===== config.mk =====
export PLATFORM = sky130hd
export DESIGN_NAME = tetris_input_conditioner
export DESIGN_NICKNAME = d
export VERILOG_FILES = /design/src/rtl/tetris_input_conditioner.sv
export SDC_FILE = /design/constraint.sdc
export NUM_CORES = 1
export LEC_CHECK = 0
export CAP_MARGIN = 0
export CORE_ASPECT_RATIO = 1.25
export CORE_MARGIN = 8
export CORE_UTILIZATION = 60
export DETAILED_ROUTE_END_ITERATION = 8
export PLACE_DENSITY = 0.84
export SLEW_MARGIN = 20
export SYNTH_ARGS = -nofsm -noshare
export SYNTH_HDL_FRONTEND = slang
export SYNTH_SLANG_ARGS = --single-unit
export TNS_END_PERCENT = 1

===== constraint.sdc =====
create_clock -name clock -period 3.5 [get_ports clock]
set_input_delay 0.525 -clock clock [delete_from_list [all_inputs] [get_ports clock]]
set_output_delay 0.525 -clock clock [all_outputs]
set_load 0.02 [all_outputs]

===== src/rtl/tetris_input_conditioner.sv =====
// tetris_input_conditioner: synchronise, debounce and edge-detect the eight
// JB controller lines, auto-repeat Left/Right/Down, and queue press events.
//
// Ports:
//   clock      system clock
//   reset      synchronous, active-low reset
//   btn_raw    asynchronous active-high buttons
//              [0] Up [1] Right [2] Down [3] Left [4] SL [5] SR [6] Hold [7] Reset
//   ack        one-cycle pulse, consumes the event shown on cmd_code
//   cmd_valid  high while any event is pending
//   cmd_code   highest-priority pending event code, 0 when none
//   btn_level  debounced button levels
module tetris_input_conditioner #(
   parameter int DEBOUNCE_CYCLES = 500_000,
   parameter int DAS_CYCLES      = 8_000_000,
   parameter int ARR_CYCLES      = 2_500_000
) (
   input  logic       clock,
   input  logic       reset,
   input  logic [7:0] btn_raw,
   input  logic       ack,
   output logic       cmd_valid,
   output logic [3:0] cmd_code,
   output logic [7:0] btn_level
);

   localparam int DB_W =
      (DEBOUNCE_CYCLES > 1) ? $clog2(DEBOUNCE_CYCLES) : 1;
   localparam int RP_MAX =
      (DAS_CYCLES > ARR_CYCLES) ? DAS_CYCLES : ARR_CYCLES;
   localparam int RP_W =
      (RP_MAX > 1) ? $clog2(RP_MAX) : 1;

   localparam logic [DB_W-1:0] DB_LAST  = DB_W'(DEBOUNCE_CYCLES - 1);
   localparam logic [RP_W-1:0] DAS_LAST = RP_W'(DAS_CYCLES - 1);
   localparam logic [RP_W-1:0] ARR_LAST = RP_W'(ARR_CYCLES - 1);

   localparam logic [1:0] ST_IDLE   = 2'd0;
   localparam logic [1:0] ST_DELAY  = 2'd1;
   localparam logic [1:0] ST_REPEAT = 2'd2;

   logic [7:0]      sync_a;
   logic [7:0]      sync_b;
   logic [DB_W-1:0] db_cnt [8];
   logic [7:0]      level_q;
   logic [7:0]      rise;

   logic [1:0]      rp_state   [3];
   logic [1:0]      rp_state_n [3];
   logic [RP_W-1:0] rp_cnt     [3];
   logic [RP_W-1:0] rp_cnt_n   [3];
   logic [2:0]      rp_fire;

   logic [7:0]      pending;
   logic [7:0]      pending_n;
   logic [7:0]      set_vec;
   logic [7:0]      sel_mask;
   logic [7:0]      clr_vec;

   // Two-flop synchroniser
   always_ff @(posedge clock) begin
      if (!reset) begin
         sync_a <= '0;
         sync_b <= '0;
      end else begin
         sync_a <= btn_raw;
         sync_b <= sync_a;
      end
   end

   // Debounce: level toggles only after DEBOUNCE_CYCLES
   // consecutive cycles of disagreement with the synchronised input.
   always_ff @(posedge clock) begin
      if (!reset) begin
         for (int i = 0; i < 8; i++) begin
            db_cnt[i] <= '0;
         end
         btn_level <= '0;
      end else begin
         for (int i = 0; i < 8; i++) begin
            if (sync_b[i] == btn_level[i]) begin
               db_cnt[i] <= '0;
            end else if (db_cnt[i] == DB_LAST) begin
               db_cnt[i]    <= '0;
               btn_level[i] <= ~btn_level[i];
            end else begin
               db_cnt[i] <= db_cnt[i] + DB_W'(1);
            end
         end
      end
   end

   always_ff @(posedge clock) begin
      if (!reset) begin
         level_q <= '0;
      end else begin
         level_q <= btn_level;
      end
   end

   assign rise = btn_level & ~level_q;

   // Auto-repeat FSMs for Right/Down/Left (bits 1..3).
   // A released button forces IDLE ahead of any terminal count.
   always_comb begin
      for (int j = 0; j < 3; j++) begin
         rp_state_n[j] = rp_state[j];
         rp_cnt_n[j]   = rp_cnt[j];
         rp_fire[j]    = 1'b0;
         if (!btn_level[j+1]) begin
            rp_state_n[j] = ST_IDLE;
            rp_cnt_n[j]   = '0;
         end else begin
            unique case (rp_state[j])
               ST_IDLE: begin
                  if (rise[j+1]) begin
                     rp_fire[j]    = 1'b1;
                     rp_cnt_n[j]   = '0;
                     rp_state_n[j] = ST_DELAY;
                  end
               end
               ST_DELAY: begin
                  if (rp_cnt[j] == DAS_LAST) begin
                     rp_fire[j]    = 1'b1;
                     rp_cnt_n[j]   = '0;
                     rp_state_n[j] = ST_REPEAT;
                  end else begin
                     rp_cnt_n[j] = rp_cnt[j] + RP_W'(1);
                  end
               end
               ST_REPEAT: begin
                  if (rp_cnt[j] == ARR_LAST) begin
                     rp_fire[j]  = 1'b1;
                     rp_cnt_n[j] = '0;
                  end else begin
                     rp_cnt_n[j] = rp_cnt[j] + RP_W'(1);
                  end
               end
               default: begin
                  rp_state_n[j] = ST_IDLE;
                  rp_cnt_n[j]   = '0;
               end
            endcase
         end
      end
   end

   always_ff @(posedge clock) begin
      if (!reset) begin
         for (int j = 0; j < 3; j++) begin
            rp_state[j] <= ST_IDLE;
            rp_cnt[j]   <= '0;
         end
      end else begin
         for (int j = 0; j < 3; j++) begin
            rp_state[j] <= rp_state_n[j];
            rp_cnt[j]   <= rp_cnt_n[j];
         end
      end
   end

   assign set_vec = {rise[7:4], rp_fire, rise[0]};

   // Priority encode of the pending set; sel_mask marks
   // the single bit that an ack would consume.
   always_comb begin
      cmd_code = 4'd0;
      sel_mask = 8'h00;
      if (pending[7]) begin
         cmd_code = 4'd10;
         sel_mask = 8'h80;
      end else if (pending[6]) begin
         cmd_code = 4'd9;
         sel_mask = 8'h40;
      end else if (pending[5]) begin
         cmd_code = 4'd8;
         sel_mask = 8'h20;
      end else if (pending[4]) begin
         cmd_code = 4'd7;
         sel_mask = 8'h10;
      end else if (pending[3]) begin
         cmd_code = 4'd4;
         sel_mask = 8'h08;
      end else if (pending[2]) begin
         cmd_code = 4'd3;
         sel_mask = 8'h04;
      end else if (pending[1]) begin
         cmd_code = 4'd2;
         sel_mask = 8'h02;
      end else if (pending[0]) begin
         cmd_code = 4'd1;
         sel_mask = 8'h01;
      end
   end

   assign cmd_valid = |pending;
   assign clr_vec   = (ack && cmd_valid) ? sel_mask : 8'h00;

   // Set wins over a same-cycle clear so a racing event merges.
   assign pending_n = (pending & ~clr_vec) | set_vec;

   always_ff @(posedge clock) begin
      if (!reset) begin
         pending <= '0;
      end else begin
         pending <= pending_n;
      end
   end

endmodule

==> run metrics <==
status finished clean; initial antenna violation count 0; drt first pass iters 5; Worst-Skew Late Latency between 500 and 600 ps; XOR/XNOR Fraction of Synth Area between 10% and 20%; CP Capture Type flip-flop; most common cell after layout, fill and taps aside nor2_1; Resized cells post-CTS 0; Synth cell types between 60 and 70; drt drc 0; core area 22100 µm²; Pwr Density 426 nW/µm²; Root Driver clkbuf_16; max cap viols 0; FF-to-FF Start rp_cnt[0][0]$_SDFFE_PN0P_; FF+latch count, synth about 270; post-DP HPWL 17600 µm; Post-synth EDFFs 152; reg2reg path depth 7; Setup TNS 0 ps; DR iter-0 viols just over 600; postcts setup bufs 0; post-DR wirelength/cell roughly 13 µm; Pint around 5.2 mW; setup slack after placement roughly 830 ps; Final Slew Violations 0; vias in the first global route approximately 10000; Clock Skews around 14 ps; Critical Path Start Type flip-flop; Die Y around 180 µm; simple-gate share of the synthesized area about 28%; Pleak between 5 and 6 nW; Post-Synth Adder-Cell Area under 10%; register area share after synthesis around 51%; Port Buffers 23; clk slew on worst S/H paths about 60 ps; crit path launch rp_cnt[0][0]$_SDFFE_PN0P_; Avg Inst Size Synth roughly 9.8 µm²; WP data arrival between 3000 and 4000 ps; Flop pwr share ~53%; fmax between 300 and 400 MHz; post-route ant nets 0; Total GRT Usage a little under a fifth; Layout Cells excl Fill around 1900; compound-gate portion of the synthesized area 4.39%; Post-CTS Hold Buffers 0; clock buffer depth 3; Final Util approximately 70%; Placed Cells 1816; NetSw roughly 1.4 mW; Starting Density between 60% and 70%; largest family of logic cells by synthesized area simple AND/OR/NAND/NOR gates; Cells after Synth between 1000 and 1500; R2R setup slack 790 ps; crit share post-route between 70% and 80%; post-synthesis mux area share less than 1%; Hold Crit Depth 1; Vias 10179; Logic pwr share 2.6%; Critical Path RT a little under 4000 ps; most frequent cells in the layout nor2_1, edfxtp_1, conb_1, xor2_1, nand2_1; Hold Path End sync_b[3]$_SDFF_PN0_; Final #Nets around 1600; CTS tree built; global-route wire length before repair 44000 µm; Synthesis Warnings 0; Via density around 5.5; Clock power frac between 40% and 50%; clock sinks around 270; row count just over 60; hold crit path type reg -> reg; Setup violations, final 0; final hold viol count 0; CTS H-tree lvls 1; ratio of cells with drive above 1 in the final layout under 10%; I/O pin count 24; Setup CP Type reg -> reg; slew of the pin with the lowest slew margin between 1000 and 1500 ps; sw frac just over 20%; Crit Path Max Fanout 13; Tot Pwr between 6 and 7 mW; Area Overhead vs Synth 14.4%; Final Wtd Congestion approximately 0.86; Max-slew headroom between 30% and 40%; Critical R2R Capture rp_cnt[0][18]$_SDFFE_PN0P_; fin crit period about 2700 ps; die width approximately 150 µm; full die area 27600 µm²; Final WS setup ~790 ps; Routed WL 25100 µm; peak supply drop ~0.00040 V; total CTS buffers 27; Hold Crit Start sync_a[3]$_SDFF_PN0_; # diodes 0; GRT overflow 0; Post-Syn Area ~13000 µm²; RSZ-0062 raised after global routing false; Async SR Flop Fraction 0%; top_reg_cell synth edfxtp_1; largest net degree at the start of global routing 34
## Yosys cell counts (4+ instances only)
cell type | count | area [µm²]
clkbuf_1 | 16 | 60.1
ha_1 | 23 | 288
nand4_1 | 64 | 400
o22ai_1 | 6 | 37.5
or3_1 | 4 | 25.0
edfxtp_1 | 152 | 4560
o311ai_0 | 5 | 43.8
nand3b_1 | 10 | 75.1
dfxtp_1 | 115 | 2300
nor2_1 | 266 | 998
and3_1 | 26 | 163
mux2i_1 | 8 | 80.1
nor2b_1 | 14 | 87.6
nand2b_1 | 14 | 87.6
a31oi_1 | 10 | 62.6
nand3_1 | 99 | 495
nor4_1 | 18 | 113
o31ai_1 | 10 | 75.1
nand2_1 | 117 | 439
and2_1 | 31 | 194
nor3_1 | 33 | 165
xnor2_1 | 62 | 543
o21ai_0 | 6 | 30.0
and4_1 | 20 | 175
inv_1 | 37 | 139
xor2_1 | 119 | 1040
a41oi_1 | 4 | 35.0
a21oi_1 | 15 | 75.1
nor4b_1 | 15 | 131
buf_2 | 4 | 20.0
## layer usage
metal  GRT usage [%]  share of wire [%]
met1            23.5                 44
met2            32.1                 49
met3            2.51                3.9
met4            6.49                2.9
met5               0                  0
## kinds of logic after synthesis
logic type | Yosys count
buffers and inverters | 64
adder cells (fa/ha/maj) | 23
multiplexers | 8
flip-flops | 267
AND/OR/NAND/NOR | 754
AO/OA/AOI/OAI | 84
XOR/XNOR | 181
other | 1
## layout make-up
cell class,count,area (µm²)
Sequential cell,267,6870
Clock buffer,39,771
Inverter,40,150
Tap cell,283,354
Timing Repair Buffer,24,233
Clock inverter,11,130
Fill cell,1629,6710
Multi-Input combinational cell,1202,6920
## registers in the layout, indices dropped and copies added (netlist names)
name and cells:
pending 8, rp_state 6, level_q 8, rp_cnt 69, sync_b 8, db_cnt 152, sync_a 8, btn_level 8
## worst max-delay path by stage
stage                                       to  slack [ps]  cells past startpoint
finish              rp_cnt[0][18]$_SDFFE_PN0P_         790                      7
global route        rp_cnt[0][18]$_SDFFE_PN0P_         610                      7
CTS                 rp_cnt[0][18]$_SDFFE_PN0P_         820                      7
detailed placement  rp_cnt[0][18]$_SDFFE_PN0P_         830                      7
global placement         pending[0]$_SDFF_PN0_         930                      6
floorplan           rp_cnt[0][68]$_SDFFE_PN0P_        1500                      8
## worst max-delay path, stage by stage (launching register included)
cell and delay (ps):
dfxtp_1 350, ha_1 220, and4_1 230, nand4_2 130, nor4_1 80, o22ai_1 780
nand3_1 310, o311ai_0 470
## power by group through the flow
stage          logic (mW)  registers (mW)  clock network (mW)
2_1_floorplan       0.134            3.53                   0
3_3_place_gp        0.160            3.54                   0
3_5_place_dp        0.164            3.55                   0
4_1_cts             0.166            3.48                2.97
5_1_grt             0.199            3.50                3.09
6_report            0.171            3.48                2.92
## metrics by stage
step                area, µm²  hold slack (ps)
floorplan               14000              412
global placement        14500              416
detailed placement      14500              423
CTS                     15400              439
global route            15400              452
finish                  15400              433
(Power assumes the default switching activity.)
